<file path="src/rtl/sram_arbiter_pkg.sv">
// Shared types and constants for the single-port SRAM arbiter.
// Build option: define SRAM_ARB_RR_EN to get round-robin tie breaking
// (see sram_arb_pick); by default the data port wins ties.
package sram_arbiter_pkg;

    // Arbiter FSM states
    typedef enum logic [1:0] {
        ARB_IDLE   = 2'd0,
        ARB_ACCESS = 2'd1,
        ARB_DONE   = 2'd2
    } arb_state_e;

    // Which requester owns (or last owned) the SRAM
    typedef enum logic {
        ARB_GNT_IF  = 1'b0,
        ARB_GNT_MEM = 1'b1
    } arb_gnt_e;

    // Access counter width; covers ACC_CYCLES up to 15
    localparam int ACC_CNT_W = 4;

    // Fetches always read a full word
    localparam logic [3:0] SEL_ALL = 4'hF;

    // Counter load value for an access of acc_cycles cycles
    function automatic logic [ACC_CNT_W-1:0] acc_load(input int acc_cycles);
        return ACC_CNT_W'(acc_cycles - 1);
    endfunction

    // The requester that is not p
    function automatic arb_gnt_e other_port(input arb_gnt_e p);
        return (p == ARB_GNT_IF) ? ARB_GNT_MEM : ARB_GNT_IF;
    endfunction

endpackage

</file>
<file path="src/rtl/sram_arbiter_if.sv">
// Bundle of fetch-port, data-port, stall and SRAM-side signals around the
// arbiter. slave = arbiter side, master = requesters/SRAM/bench side.
interface sram_arbiter_if #(
    parameter int ADDR_W = 32,
    parameter int DATA_W = 32
) ();

    // Instruction-fetch port
    logic              if_ce_i;
    logic [ADDR_W-1:0] if_addr_i;
    logic [DATA_W-1:0] if_data_o;
    logic              if_ack_o;

    // Data (mem stage) port
    logic              mem_ce_i;
    logic              mem_we_i;
    logic [3:0]        mem_sel_i;
    logic [ADDR_W-1:0] mem_addr_i;
    logic [DATA_W-1:0] mem_data_i;
    logic [DATA_W-1:0] mem_data_o;
    logic              mem_ack_o;

    // Stall requests toward ctrl
    logic              stallreq_if;
    logic              stallreq_mem;

    // SRAM side
    logic              sram_ce_o;
    logic              sram_we_o;
    logic [3:0]        sram_sel_o;
    logic [ADDR_W-1:0] sram_addr_o;
    logic [DATA_W-1:0] sram_data_o;
    logic [DATA_W-1:0] sram_data_i;

    modport slave (
        input  if_ce_i, if_addr_i,
        output if_data_o, if_ack_o,
        input  mem_ce_i, mem_we_i, mem_sel_i, mem_addr_i, mem_data_i,
        output mem_data_o, mem_ack_o,
        output stallreq_if, stallreq_mem,
        output sram_ce_o, sram_we_o, sram_sel_o, sram_addr_o, sram_data_o,
        input  sram_data_i
    );

    modport master (
        output if_ce_i, if_addr_i,
        input  if_data_o, if_ack_o,
        output mem_ce_i, mem_we_i, mem_sel_i, mem_addr_i, mem_data_i,
        input  mem_data_o, mem_ack_o,
        input  stallreq_if, stallreq_mem,
        input  sram_ce_o, sram_we_o, sram_sel_o, sram_addr_o, sram_data_o,
        output sram_data_i
    );

endinterface

</file>
<file path="src/rtl/sram_arbiter_pick.sv">
// Combinational winner select for a fresh grant out of IDLE.
// SRAM_ARB_RR_EN defined: on a tie the port not granted most recently wins.
// Undefined: the data port always wins a tie (it is older in the pipeline).
module sram_arb_pick
    import sram_arbiter_pkg::*;
(
    input  logic     if_req,
    input  logic     mem_req,
    input  arb_gnt_e last_gnt,
    output logic     any_req,
    output arb_gnt_e gnt
);

`ifndef SRAM_ARB_RR_EN
    // Fixed priority never looks at grant history
    logic unused_last_gnt;
    assign unused_last_gnt = last_gnt;
`endif

    // Single requester wins outright; ties resolved by the configured policy
    always_comb begin
        any_req = if_req | mem_req;
        gnt     = ARB_GNT_MEM;
        if (if_req && !mem_req) begin
            gnt = ARB_GNT_IF;
        end else if (if_req && mem_req) begin
`ifdef SRAM_ARB_RR_EN
            gnt = other_port(last_gnt);
`else
            gnt = ARB_GNT_MEM;
`endif
        end
    end

endmodule

</file>
<file path="src/rtl/sram_arbiter.sv">
// Shares one single-port synchronous SRAM between the fetch port and the
// data port. One request is latched at a time, held on the SRAM for
// ACC_CYCLES cycles, then acked for exactly one cycle (DONE). While DONE
// acks one port, a waiting request from the other port is granted directly
// so back-to-back grants cost no idle cycle.
// Build option: SRAM_ARB_RR_EN selects round-robin tie breaking.
module sram_arbiter
    import sram_arbiter_pkg::*;
#(
    parameter int ADDR_W     = 32,
    parameter int DATA_W     = 32,
    parameter int ACC_CYCLES = 2
) (
    input  logic           clk,
    input  logic           rst,
    sram_arbiter_if.slave  bus
);

    localparam logic [ACC_CNT_W-1:0] CNT_LOAD = acc_load(ACC_CYCLES);

    arb_state_e            state_q, state_d;
    logic [ACC_CNT_W-1:0]  cnt_q, cnt_d;
    arb_gnt_e              owner_q, owner_d;
    arb_gnt_e              last_gnt_q, last_gnt_d;
    logic                  we_q, we_d;
    logic [3:0]            sel_q, sel_d;
    logic [ADDR_W-1:0]     addr_q, addr_d;
    logic [DATA_W-1:0]     wdata_q, wdata_d;
    logic [DATA_W-1:0]     rdata_q, rdata_d;

    logic                  pick_any;
    arb_gnt_e              pick_gnt;
    logic                  grant_req;
    arb_gnt_e              grant_port;
    logic                  if_ack;
    logic                  mem_ack;
    logic                  in_access;

    sram_arb_pick u_pick (
        .if_req   (bus.if_ce_i),
        .mem_req  (bus.mem_ce_i),
        .last_gnt (last_gnt_q),
        .any_req  (pick_any),
        .gnt      (pick_gnt)
    );

    // State, counter and latched request; reset abandons any access in flight
    always_ff @(posedge clk) begin
        if (!rst) begin
            state_q    <= ARB_IDLE;
            cnt_q      <= '0;
            owner_q    <= ARB_GNT_IF;
            last_gnt_q <= ARB_GNT_IF;
            we_q       <= 1'b0;
            sel_q      <= '0;
            addr_q     <= '0;
            wdata_q    <= '0;
            rdata_q    <= '0;
        end else begin
            state_q    <= state_d;
            cnt_q      <= cnt_d;
            owner_q    <= owner_d;
            last_gnt_q <= last_gnt_d;
            we_q       <= we_d;
            sel_q      <= sel_d;
            addr_q     <= addr_d;
            wdata_q    <= wdata_d;
            rdata_q    <= rdata_d;
        end
    end

    // Next-state logic: grant from IDLE or DONE, count down the access,
    // capture read data on the last access cycle
    always_comb begin
        state_d    = state_q;
        cnt_d      = cnt_q;
        owner_d    = owner_q;
        last_gnt_d = last_gnt_q;
        we_d       = we_q;
        sel_d      = sel_q;
        addr_d     = addr_q;
        wdata_d    = wdata_q;
        rdata_d    = rdata_q;
        grant_req  = 1'b0;
        grant_port = pick_gnt;

        case (state_q)
            ARB_IDLE: begin
                if (pick_any) begin
                    grant_req  = 1'b1;
                    grant_port = pick_gnt;
                end
            end
            ARB_ACCESS: begin
                if (cnt_q == '0) begin
                    rdata_d = we_q ? '0 : bus.sram_data_i;
                    state_d = ARB_DONE;
                end else begin
                    cnt_d = cnt_q - 1'b1;
                end
            end
            ARB_DONE: begin
                // The port being acked is ignored this cycle (turnaround)
                if (owner_q == ARB_GNT_IF && bus.mem_ce_i) begin
                    grant_req  = 1'b1;
                    grant_port = ARB_GNT_MEM;
                end else if (owner_q == ARB_GNT_MEM && bus.if_ce_i) begin
                    grant_req  = 1'b1;
                    grant_port = ARB_GNT_IF;
                end else begin
                    state_d = ARB_IDLE;
                end
            end
            default: begin
                state_d = ARB_IDLE;
            end
        endcase

        if (grant_req) begin
            state_d    = ARB_ACCESS;
            cnt_d      = CNT_LOAD;
            owner_d    = grant_port;
            last_gnt_d = grant_port;
            if (grant_port == ARB_GNT_MEM) begin
                we_d    = bus.mem_we_i;
                sel_d   = bus.mem_sel_i;
                addr_d  = bus.mem_addr_i;
                wdata_d = bus.mem_data_i;
            end else begin
                we_d    = 1'b0;
                sel_d   = SEL_ALL;
                addr_d  = bus.if_addr_i;
                wdata_d = '0;
            end
        end
    end

    // Outputs: SRAM controls only during ACCESS, acks/data only in DONE,
    // stall requests straight from the ce inputs
    always_comb begin
        in_access = (state_q == ARB_ACCESS);
        if_ack    = (state_q == ARB_DONE) && (owner_q == ARB_GNT_IF);
        mem_ack   = (state_q == ARB_DONE) && (owner_q == ARB_GNT_MEM);

        bus.sram_ce_o    = in_access;
        bus.sram_we_o    = in_access & we_q;
        bus.sram_sel_o   = in_access ? sel_q   : '0;
        bus.sram_addr_o  = in_access ? addr_q  : '0;
        bus.sram_data_o  = in_access ? wdata_q : '0;

        bus.if_ack_o     = if_ack;
        bus.mem_ack_o    = mem_ack;
        bus.if_data_o    = if_ack  ? rdata_q : '0;
        bus.mem_data_o   = mem_ack ? rdata_q : '0;

        bus.stallreq_if  = bus.if_ce_i  & ~if_ack;
        bus.stallreq_mem = bus.mem_ce_i & ~mem_ack;
    end

endmodule

</file>
<file path="src/flat_wrapper.sv">
// flat-port wrapper written by rule: the top's interface ports become plain ports
module sram_arbiter_flat import sram_arbiter_pkg::*;
#(
    parameter int ADDR_W     = 32,
    parameter int DATA_W     = 32,
    parameter int ACC_CYCLES = 2
)
  (clk, rst, bus_if_ce_i, bus_if_addr_i, bus_if_data_o, bus_if_ack_o, bus_mem_ce_i, bus_mem_we_i, bus_mem_sel_i, bus_mem_addr_i, bus_mem_data_i, bus_mem_data_o, bus_mem_ack_o, bus_stallreq_if, bus_stallreq_mem, bus_sram_ce_o, bus_sram_we_o, bus_sram_sel_o, bus_sram_addr_o, bus_sram_data_o, bus_sram_data_i);
  sram_arbiter_if #(.ADDR_W(ADDR_W), .DATA_W(DATA_W)) bus_i ();
  input  logic clk;
  input  logic rst;
  input wire logic [$bits(bus_i.if_ce_i)-1:0] bus_if_ce_i;
  input wire logic [$bits(bus_i.if_addr_i)-1:0] bus_if_addr_i;
  output wire logic [$bits(bus_i.if_data_o)-1:0] bus_if_data_o;
  output wire logic [$bits(bus_i.if_ack_o)-1:0] bus_if_ack_o;
  input wire logic [$bits(bus_i.mem_ce_i)-1:0] bus_mem_ce_i;
  input wire logic [$bits(bus_i.mem_we_i)-1:0] bus_mem_we_i;
  input wire logic [$bits(bus_i.mem_sel_i)-1:0] bus_mem_sel_i;
  input wire logic [$bits(bus_i.mem_addr_i)-1:0] bus_mem_addr_i;
  input wire logic [$bits(bus_i.mem_data_i)-1:0] bus_mem_data_i;
  output wire logic [$bits(bus_i.mem_data_o)-1:0] bus_mem_data_o;
  output wire logic [$bits(bus_i.mem_ack_o)-1:0] bus_mem_ack_o;
  output wire logic [$bits(bus_i.stallreq_if)-1:0] bus_stallreq_if;
  output wire logic [$bits(bus_i.stallreq_mem)-1:0] bus_stallreq_mem;
  output wire logic [$bits(bus_i.sram_ce_o)-1:0] bus_sram_ce_o;
  output wire logic [$bits(bus_i.sram_we_o)-1:0] bus_sram_we_o;
  output wire logic [$bits(bus_i.sram_sel_o)-1:0] bus_sram_sel_o;
  output wire logic [$bits(bus_i.sram_addr_o)-1:0] bus_sram_addr_o;
  output wire logic [$bits(bus_i.sram_data_o)-1:0] bus_sram_data_o;
  input wire logic [$bits(bus_i.sram_data_i)-1:0] bus_sram_data_i;
  assign bus_i.if_ce_i = bus_if_ce_i;
  assign bus_i.if_addr_i = bus_if_addr_i;
  assign bus_if_data_o = bus_i.if_data_o;
  assign bus_if_ack_o = bus_i.if_ack_o;
  assign bus_i.mem_ce_i = bus_mem_ce_i;
  assign bus_i.mem_we_i = bus_mem_we_i;
  assign bus_i.mem_sel_i = bus_mem_sel_i;
  assign bus_i.mem_addr_i = bus_mem_addr_i;
  assign bus_i.mem_data_i = bus_mem_data_i;
  assign bus_mem_data_o = bus_i.mem_data_o;
  assign bus_mem_ack_o = bus_i.mem_ack_o;
  assign bus_stallreq_if = bus_i.stallreq_if;
  assign bus_stallreq_mem = bus_i.stallreq_mem;
  assign bus_sram_ce_o = bus_i.sram_ce_o;
  assign bus_sram_we_o = bus_i.sram_we_o;
  assign bus_sram_sel_o = bus_i.sram_sel_o;
  assign bus_sram_addr_o = bus_i.sram_addr_o;
  assign bus_sram_data_o = bus_i.sram_data_o;
  assign bus_i.sram_data_i = bus_sram_data_i;
  sram_arbiter #(.ADDR_W(ADDR_W), .DATA_W(DATA_W), .ACC_CYCLES(ACC_CYCLES)) u_core (.clk(clk), .rst(rst), .bus(bus_i));
endmodule
</file>
<file path="config.mk">
export PLATFORM = sky130hd
export DESIGN_NAME = sram_arbiter_flat
export DESIGN_NICKNAME = d
export VERILOG_FILES = /design/src/rtl/sram_arbiter_pkg.sv /design/src/rtl/sram_arbiter_if.sv /design/src/rtl/sram_arbiter_pick.sv /design/src/rtl/sram_arbiter.sv /design/src/flat_wrapper.sv
export SDC_FILE = /design/constraint.sdc
export NUM_CORES = 1
export LEC_CHECK = 0
export ABC_CLOCK_PERIOD_IN_PS = 1500
export CORE_UTILIZATION = 35
export DETAILED_ROUTE_END_ITERATION = 10
export GPL_ROUTABILITY_DRIVEN = 0
export PLACE_DENSITY = 0.74
export RECOVER_POWER = 50
export SLEW_MARGIN = 10
export SYNTH_ARGS = -nofsm -noshare
export SYNTH_HDL_FRONTEND = slang
export SYNTH_SLANG_ARGS = --single-unit
</file>
<file path="constraint.sdc">
create_clock -name clk -period 1.5 [get_ports clk]
set_input_delay 0.375 -clock clk [delete_from_list [all_inputs] [get_ports clk]]
set_output_delay 0.375 -clock clk [all_outputs]
set_load 0.005 [all_outputs]
</file>
==> results.yml, run 1 <==
status:
  outcome: "finished with violations"
  violations: "setup timing"
min_path:
  hold_depth: 1
  hp-start: "u_core.addr_q[10]"
  whs_endpoint: "u_core.addr_q[10]"
  hold_path.class: "flop to flop"
cells_and_area:
  post-route-util_pct: 74.7
  nets: 1024
  area_growth_pct: 108
  drive_gt1_share_pct: 49.7
  stdcell_count: 1071
  diodes: 0
  design_area_sq_um: 10400
pwr:
  combPwrFrac_pct: 29.1
  clkPwrFrac_pct: 31.9
  p_leak_uw: 0.00438
  peakVddDrop_mv: 0.544
  power_switching_uw: 2280
  power.density_nw_per_um2: 804
  p_sw_share_pct: 27.3
  seqPwrFrac_pct: 39.0
  cell_internal_pwr_uw: 6090
cts:
  cts-root-buf: "clkbuf_16"
  clk_latency_ns: 0.35
  numCtsBuffers: 9
  cts-hold-fix-buffers: 0
  clk_pin_slew_ns: 0.08
  cts_tree: "built"
  clock_sinks: 108
  htreeDepth: 3
  clk_path_buf_depth: 2
timing:
  slew_headroom_pct: 73.0
  tns_ns: -74.89
  clock.fmax_mhz: 511
  rsz0062_at_grt: "true"
  period_minus_slack_ns: 1.96
  slew_violations: 0
  finalWorstSetupSlack_ns: -0.459
  skew_ns: 0.0117
  hold_violations: 0
  worstMarginPinSlew_ns: 0.404
  period_share_pct: 131
  setup_viol: 227
  holdWs_ns: 0.469
critical_path:
  r2r_slack_ns: -0.43
  r2r-end: "u_core.addr_q[2]"
  worstSetupPathType: "flop to primary output"
  crit_path_end_kind: "primary output"
  r2r-start: "u_core.state_q[0]"
  worstRegToRegCells: 9
  cp.required_ns: 1.12
  cp-start-kind: "flop"
  cpMaxStageDelayCell: "dfxtp_2"
  cp_top_family: "buffers and inverters"
  path_cells: "buf_6 > nand2b_4 > inv_6 > buf_12 > buf_16 > buf_12 > and2_4 > buf_6"
  slowest_delay_ns: 0.34
  critPathBufInv: 6
  arrival_ns: 1.58
  worstPathMaxFanout: 5
global_routing:
  grt_max_degree: 35
  grt_pass1_vias: 5478
  antenna_found_initial: 0
  track_usage_pct: 25.8
  grt_first_pass_wirelength_microns: 29300
  grt_overflow: 0
floorplan:
  start_util_pct: 35.9
  die_h_microns: 122
  die_area_sq_um: 14800
  rows: 43
  core_area_sq_um: 13900
  io_pins: 275
  fp.dieW_microns: 122
logic_synthesis:
  synth_area_sq_um: 5000
  synth-edff-count: 0
  synth_top_family_by_area: "simple AND/OR/NAND/NOR gates"
  yosys.area_share.simple_pct: 27.2
  synthAdderAreaFrac_pct: 0.250
  syn_area_per_cell_sq_um: 9.28
  syn_nets: 677
  async_reset_ff_share_pct: 0
  ys_seq_area_share_pct: 43.2
  ys_warn_count: 0
  ys.flop_type: "dfxtp_1"
  synth.distinct_cells: 33
  syn_inst: 539
  synth_seq_cells: 108
  synthMuxAreaShare_pct: 6.41
  synth_compound_area_share_pct: 17.1
  synthXorXnorAreaFrac_pct: 0.350
place:
  port_buffers: 274
  post-dp-hpwl_microns: 11300
  postPlaceCellArea_sq_um: 8140
  dp_cells: 982
detailed_routing:
  dr.pass1.iters: 5
  dr_total_vias: 5486
  viasPerCell: 5.12
  first_iter_violations: 263
  wire_per_inst_microns: 19.7
  drcViolationCount: 0
  drtAntennaViolNets: 0
  wl_microns: 21100
flow_run:
  drv_cap: 0
[cell families (layout without fill, tap and decap cells)]
| logic type | count (synthesis) | in the layout |
|---|---|---|
| adder cells (fa/ha/maj) | 1 | 1 |
| XOR/XNOR | 2 | 2 |
| multiplexers | 32 | 32 |
| buffers and inverters | 53 | 405 |
| AO/OA/AOI/OAI | 116 | 116 |
| flip-flops | 108 | 108 |
| AND/OR/NAND/NOR | 227 | 227 |
[Yosys cell counts, types with 2 or more instances]
cell type | number | area share, %
a21oi_1 | 39 | 3.9
mux2i_1 | 32 | 6.4
a21o_1 | 2 | 0.30
dfxtp_1 | 108 | 43
nand3b_1 | 33 | 5.0
clkbuf_1 | 27 | 2.0
nand2_1 | 37 | 2.8
nand2b_1 | 2 | 0.25
nor3b_1 | 2 | 0.30
inv_1 | 5 | 0.38
nor2_1 | 5 | 0.38
buf_4 | 5 | 0.75
and2_1 | 134 | 17
xnor2_1 | 2 | 0.35
nor3_1 | 5 | 0.50
buf_8 | 2 | 0.60
o21a_1 | 3 | 0.45
o2bb2ai_1 | 32 | 5.6
nor4_1 | 5 | 0.63
buf_2 | 11 | 1.1
buf_6 | 3 | 0.68
o21ai_0 | 2 | 0.20
a22o_1 | 33 | 5.8
[worst register-to-register path: stages, from the launching register on]
cell and delay (ns):
dfxtp_2 0.34, buf_6 0.12, and3b_2 0.25, buf_6 0.14
buf_16 0.13, buf_6 0.09, o21a_4 0.25, buf_8 0.17
mux2i_1 0.22, o2bb2ai_1 0.10
[flip-flops by register name, summed over array words and instances, names as in the netlist]
name / cells
u_core.addr_q: 32
u_core.we_q: 1
u_core.wdata_q: 32
u_core.sel_q: 4
u_core.state_q: 2
u_core.cnt_q: 4
u_core.owner_q: 1
u_core.rdata_q: 32
[cell type report]
cell class / count / area (sq um)
inverter: 5 / 23.8
sequential: 108 / 2170
tap: 180 / 225
fill: 930 / 3530
multi-input combinational: 378 / 3160
clock buffer: 9 / 225
clock inverter: 7 / 105
timing repair buffer: 384 / 4490
[power groups by stage]
stage	clock, uW	sequential, uW	combinational [uW]
2_1_floorplan	0	3250	667
3_3_place_gp	0	3280	1440
3_5_place_dp	0	3290	1480
4_1_cts	2700	3240	2080
5_1_grt	2820	3290	2570
6_report	2670	3270	2440
[per-stage QoR]
stage | total power, uW | setup WS (ns)
after global placement | 4720 | -0.418
final | 8370 | -0.459
after floorplan | 3910 | 0.0121
after CTS | 8020 | -0.496
after global routing | 8680 | -0.518
after detailed placement | 4770 | -0.467
[how the worst max path moves through the flow]
stage / startpoint / to / slack [ns] / depth (start not counted)
global placement: u_core.state_q[1] / bus_sram_addr_o[29] / -0.42 / 5
floorplan: u_core.state_q[0] / u_core.sel_q[0] / 0.01 / 7
detailed placement: u_core.state_q[1] / bus_sram_addr_o[1] / -0.47 / 5
finish: u_core.state_q[0] / bus_sram_addr_o[26] / -0.46 / 8
global route: u_core.state_q[0] / u_core.addr_q[17] / -0.52 / 9
CTS: u_core.state_q[0] / bus_if_data_o[5] / -0.50 / 7
[timing repair]
action / CTS / global route
pin swaps: 86 / 116
setup endpoints to repair: 244 / 246
gates resized for setup: 745 / 195
setup buffers: 41 / 17
gates cloned: 20 / 11
[layer usage]
layer / vias up / GRT usage (%) / wire [microns]
met5: - / 0 / 0
met4: 0 / 7.02 / 393
met3: 27 / 5.55 / 1370
met2: 246 / 48.6 / 11200
met1: 2653 / 28.9 / 8170
li1: 2560 / - / -
[cells in the final DEF, fill, tap and decap left out, types with 27 or more instances in the layout]
| cell type | instances |
|---|---|
| nand3b_1 | 33 |
| clkdlybuf4s50_1 | 134 |
| a22o_1 | 33 |
| buf_4 | 27 |
| buf_6 | 168 |
| nand2_1 | 34 |
| o2bb2ai_1 | 32 |
| dfxtp_1 | 103 |
| a21oi_1 | 27 |
| and2_4 | 130 |
Note: power is estimated with default switching activity, not from simulation.
==> run 2, diff against run 1 <==
- CORE_UTILIZATION: 35 -> 36
- GPL_ROUTABILITY_DRIVEN: 0 -> default
- PLACE_DENSITY: 0.74 -> 0.8
- SYNTH_HIERARCHICAL: default -> 1
==> results.yml, run 2 <==
status:
  outcome: "finished with violations"
  violations: "setup timing"
logic_synthesis:
  ys_seq_area_share_pct: 42.2
  ys_warn_count: 6
  synth_most_common_cell: "dfxtp_1"
  syn_nets: 750
  synth_seq_cells: 108
  syn_area_per_cell_sq_um: 8.38
  synth.largest_area_cell: "dfxtp_1"
  synth_area_sq_um: 5130
  ys.flop_type: "dfxtp_1"
  async_reset_ff_share_pct: 0
  yosysTopAreaCellShare_pct: 42.2
  synth_area_leaders: "dfxtp_1 (42%), and2_1 (13%), nand2_1 (7.2%)"
  syn_inst: 612
  ys_top_cells_by_count: "dfxtp_1 (108), and2_1 (103), nand2_1 (99)"
  synth-edff-count: 0
  synth.distinct_cells: 38
cts:
  htreeDepth: 3
  clk_path_buf_depth: 2
  cts-root-buf: "clkbuf_16"
  numCtsBuffers: 9
  cts_tree: "built"
  clk_pin_slew_ns: 0.07
  clk_latency_ns: 0.35
  cts-hold-fix-buffers: 0
  clock_sinks: 108
timing:
  tns_ns: -92.92
  slew_violations: 0
  hold_violations: 0
  skew_ns: 0.00598
  slew_headroom_pct: 74.1
  rsz0062_at_grt: "true"
  period_share_pct: 134
  worstMarginPinSlew_ns: 0.389
  holdWs_ns: 0.369
  clock.fmax_mhz: 496
  setup_viol: 245
  period_minus_slack_ns: 2.02
  finalWorstSetupSlack_ns: -0.515
detailed_routing:
  wire_per_inst_microns: 20.4
  dr.pass1.iters: 6
  viasPerCell: 5.32
  drtAntennaViolNets: 0
  dr_total_vias: 5963
  wl_microns: 22800
  drcViolationCount: 0
  first_iter_violations: 342
floorplan:
  fp.dieW_microns: 121
  rows: 43
  io_pins: 275
  start_util_pct: 36.9
  die_h_microns: 121
  die_area_sq_um: 14700
  core_area_sq_um: 13900
pwr:
  power_uw: 9230
  peakVddDrop_mv: 0.567
  power.density_nw_per_um2: 866
  p_leak_uw: 0.00450
critical_path:
  worstPathMaxFanout: 6
  critPathBufInv: 4
  worstRegToRegCells: 10
  slowest_delay_ns: 0.35
  cpMaxStageDelayCell: "dfxtp_2"
  r2r-end: "u_core/wdata_q[13]"
  cp.required_ns: 1.12
  path_cells: "nor2b_4 > and2b_4 > buf_6 > buf_6 > buf_16 > and2_4 > buf_6"
  cp_top_family: "simple AND/OR/NAND/NOR gates"
  arrival_ns: 1.64
  r2r-start: "u_core/state_q[1]"
  crit_path_end_kind: "primary output"
  worstSetupPathType: "flop to primary output"
  cp-start-kind: "flop"
  crit_top_cell: "buf_6"
  r2r_slack_ns: -0.51
cells_and_area:
  final_cell_mix: "buf_6 (148), clkdlybuf4s50_1 (133), dfxtp_1 (104), and2_4 (103), nand2_1 (65)"
  nets: 1072
  final_common_cell: "buf_6"
  top_regs: "u_core/addr_q x32, u_core/rdata_q x32, u_core/wdata_q x32"
  area_growth_pct: 108
  post-route-util_pct: 76.8
  drive_gt1_share_pct: 48.5
place:
  port_buffers: 274
  dp_slack_ns: -0.692
  post-dp-hpwl_microns: 11400
  gp_congestion: 0.773
flow_run:
  drv_cap: 0
global_routing:
  grt_use_met2_pct: 45.4
  track_usage_pct: 25.6
  top_usage_layer: "met2"
  antenna_found_initial: 2
  use_met3_pct: 6.77
  grt_overflow: 0
  grt_first_pass_wirelength_microns: 29000
  grt_pass1_vias: 5451
  grt_util_met1_pct: 28.7
  grt_max_degree: 37
min_path:
  hold_depth: 2
  whs_endpoint: "u_core/state_q[0]"
  hp-start: "rst"
  hold_path.class: "primary input to flop"
[run 2: changes by cell type after synthesis, moves of 30 or more]
cell       before  now
a21oi_1        39    5
and3_1          1   33
nand2_1        37   99
o21ai_0         2   36
a31oi_1         0   32
and2_1        134  103
mux2i_1        32    2
o2bb2ai_1      32    0
[run 2: logic make-up (layout without fill, tap and decap cells)]
kind of cell	Yosys count	after routing	share of synthesized area, %
XOR/XNOR	1	1	0.171
flip-flops	108	108	42.2
buffers and inverters	63	390	6.17
other	0	1	0
AO/OA/AOI/OAI	146	146	19.7
adder cells (fa/ha/maj)	1	1	0.244
multiplexers	2	2	0.390
AND/OR/NAND/NOR	291	291	31.2
[run 2: worst max-delay path by stage]
| stage | startpoint | to | cells past startpoint |
|---|---|---|---|
| 2_1_floorplan | u_core/state_q[1] | bus_if_data_o[10] | 5 |
| 3_3_place_gp | bus_if_ce_i | u_core/addr_q[25] | 8 |
| 3_5_place_dp | bus_if_ce_i | u_core/addr_q[0] | 8 |
| 4_1_cts | u_core/state_q[1] | bus_if_data_o[10] | 7 |
| 5_1_grt | u_core/last_gnt_q | u_core/addr_q[26] | 9 |
| 6_report | u_core/state_q[1] | bus_if_data_o[13] | 7 |
[run 2: per-stage QoR]
stage / cell area [sq um] / cells
2_1_floorplan: 5170 / 612
3_3_place_gp: 8250 / 1042
3_5_place_dp: 8250 / 1042
4_1_cts: 9400 / 1094
5_1_grt: 10700 / 1120
6_report: 10700 / 1120
[run 2: worst reg2reg max path: cells and delay by family, from the launching register on]
kind,cells,cell delay (ns)
AO/OA/AOI/OAI,2,0.33
buffers and inverters,6,0.81
flip-flops,1,0.34
AND/OR/NAND/NOR,2,0.48
[run 2: layout make-up]
cell class	instances	area [sq um]
repair buffers	370	4460
multi-input cells	441	3470
fillers	862	3220
flip-flops and latches	108	2170
clock buffers	9	225
well taps	180	225
clock inverters	7	91.3
inverters	4	22.5
diodes	1	2.50
[run 2: repair_timing]
action / in CTS / in global routing
cloned: 17 / 18
endpoints found under the setup margin: 222 / 245
hold endpoints to repair: 0 / 0
pin swaps: 74 / 170
resized for setup: 724 / 253
setup buffers: 20 / 11
[run 2: power breakdown]
part | total (uW) | internal, uW | switching (uW)
Sequential | 3400 | 3180 | 221
Combinational | 3230 | 1900 | 1330
Clock | 2590 | 1460 | 1130
[run 2: metal layers]
metal  vias to the layer above  routed length, microns
li1                       2744                       -
met1                      2873                    8340
met2                       286                   12000
met3                        58                    1690
met4                         2                     771
met5                         -                      13
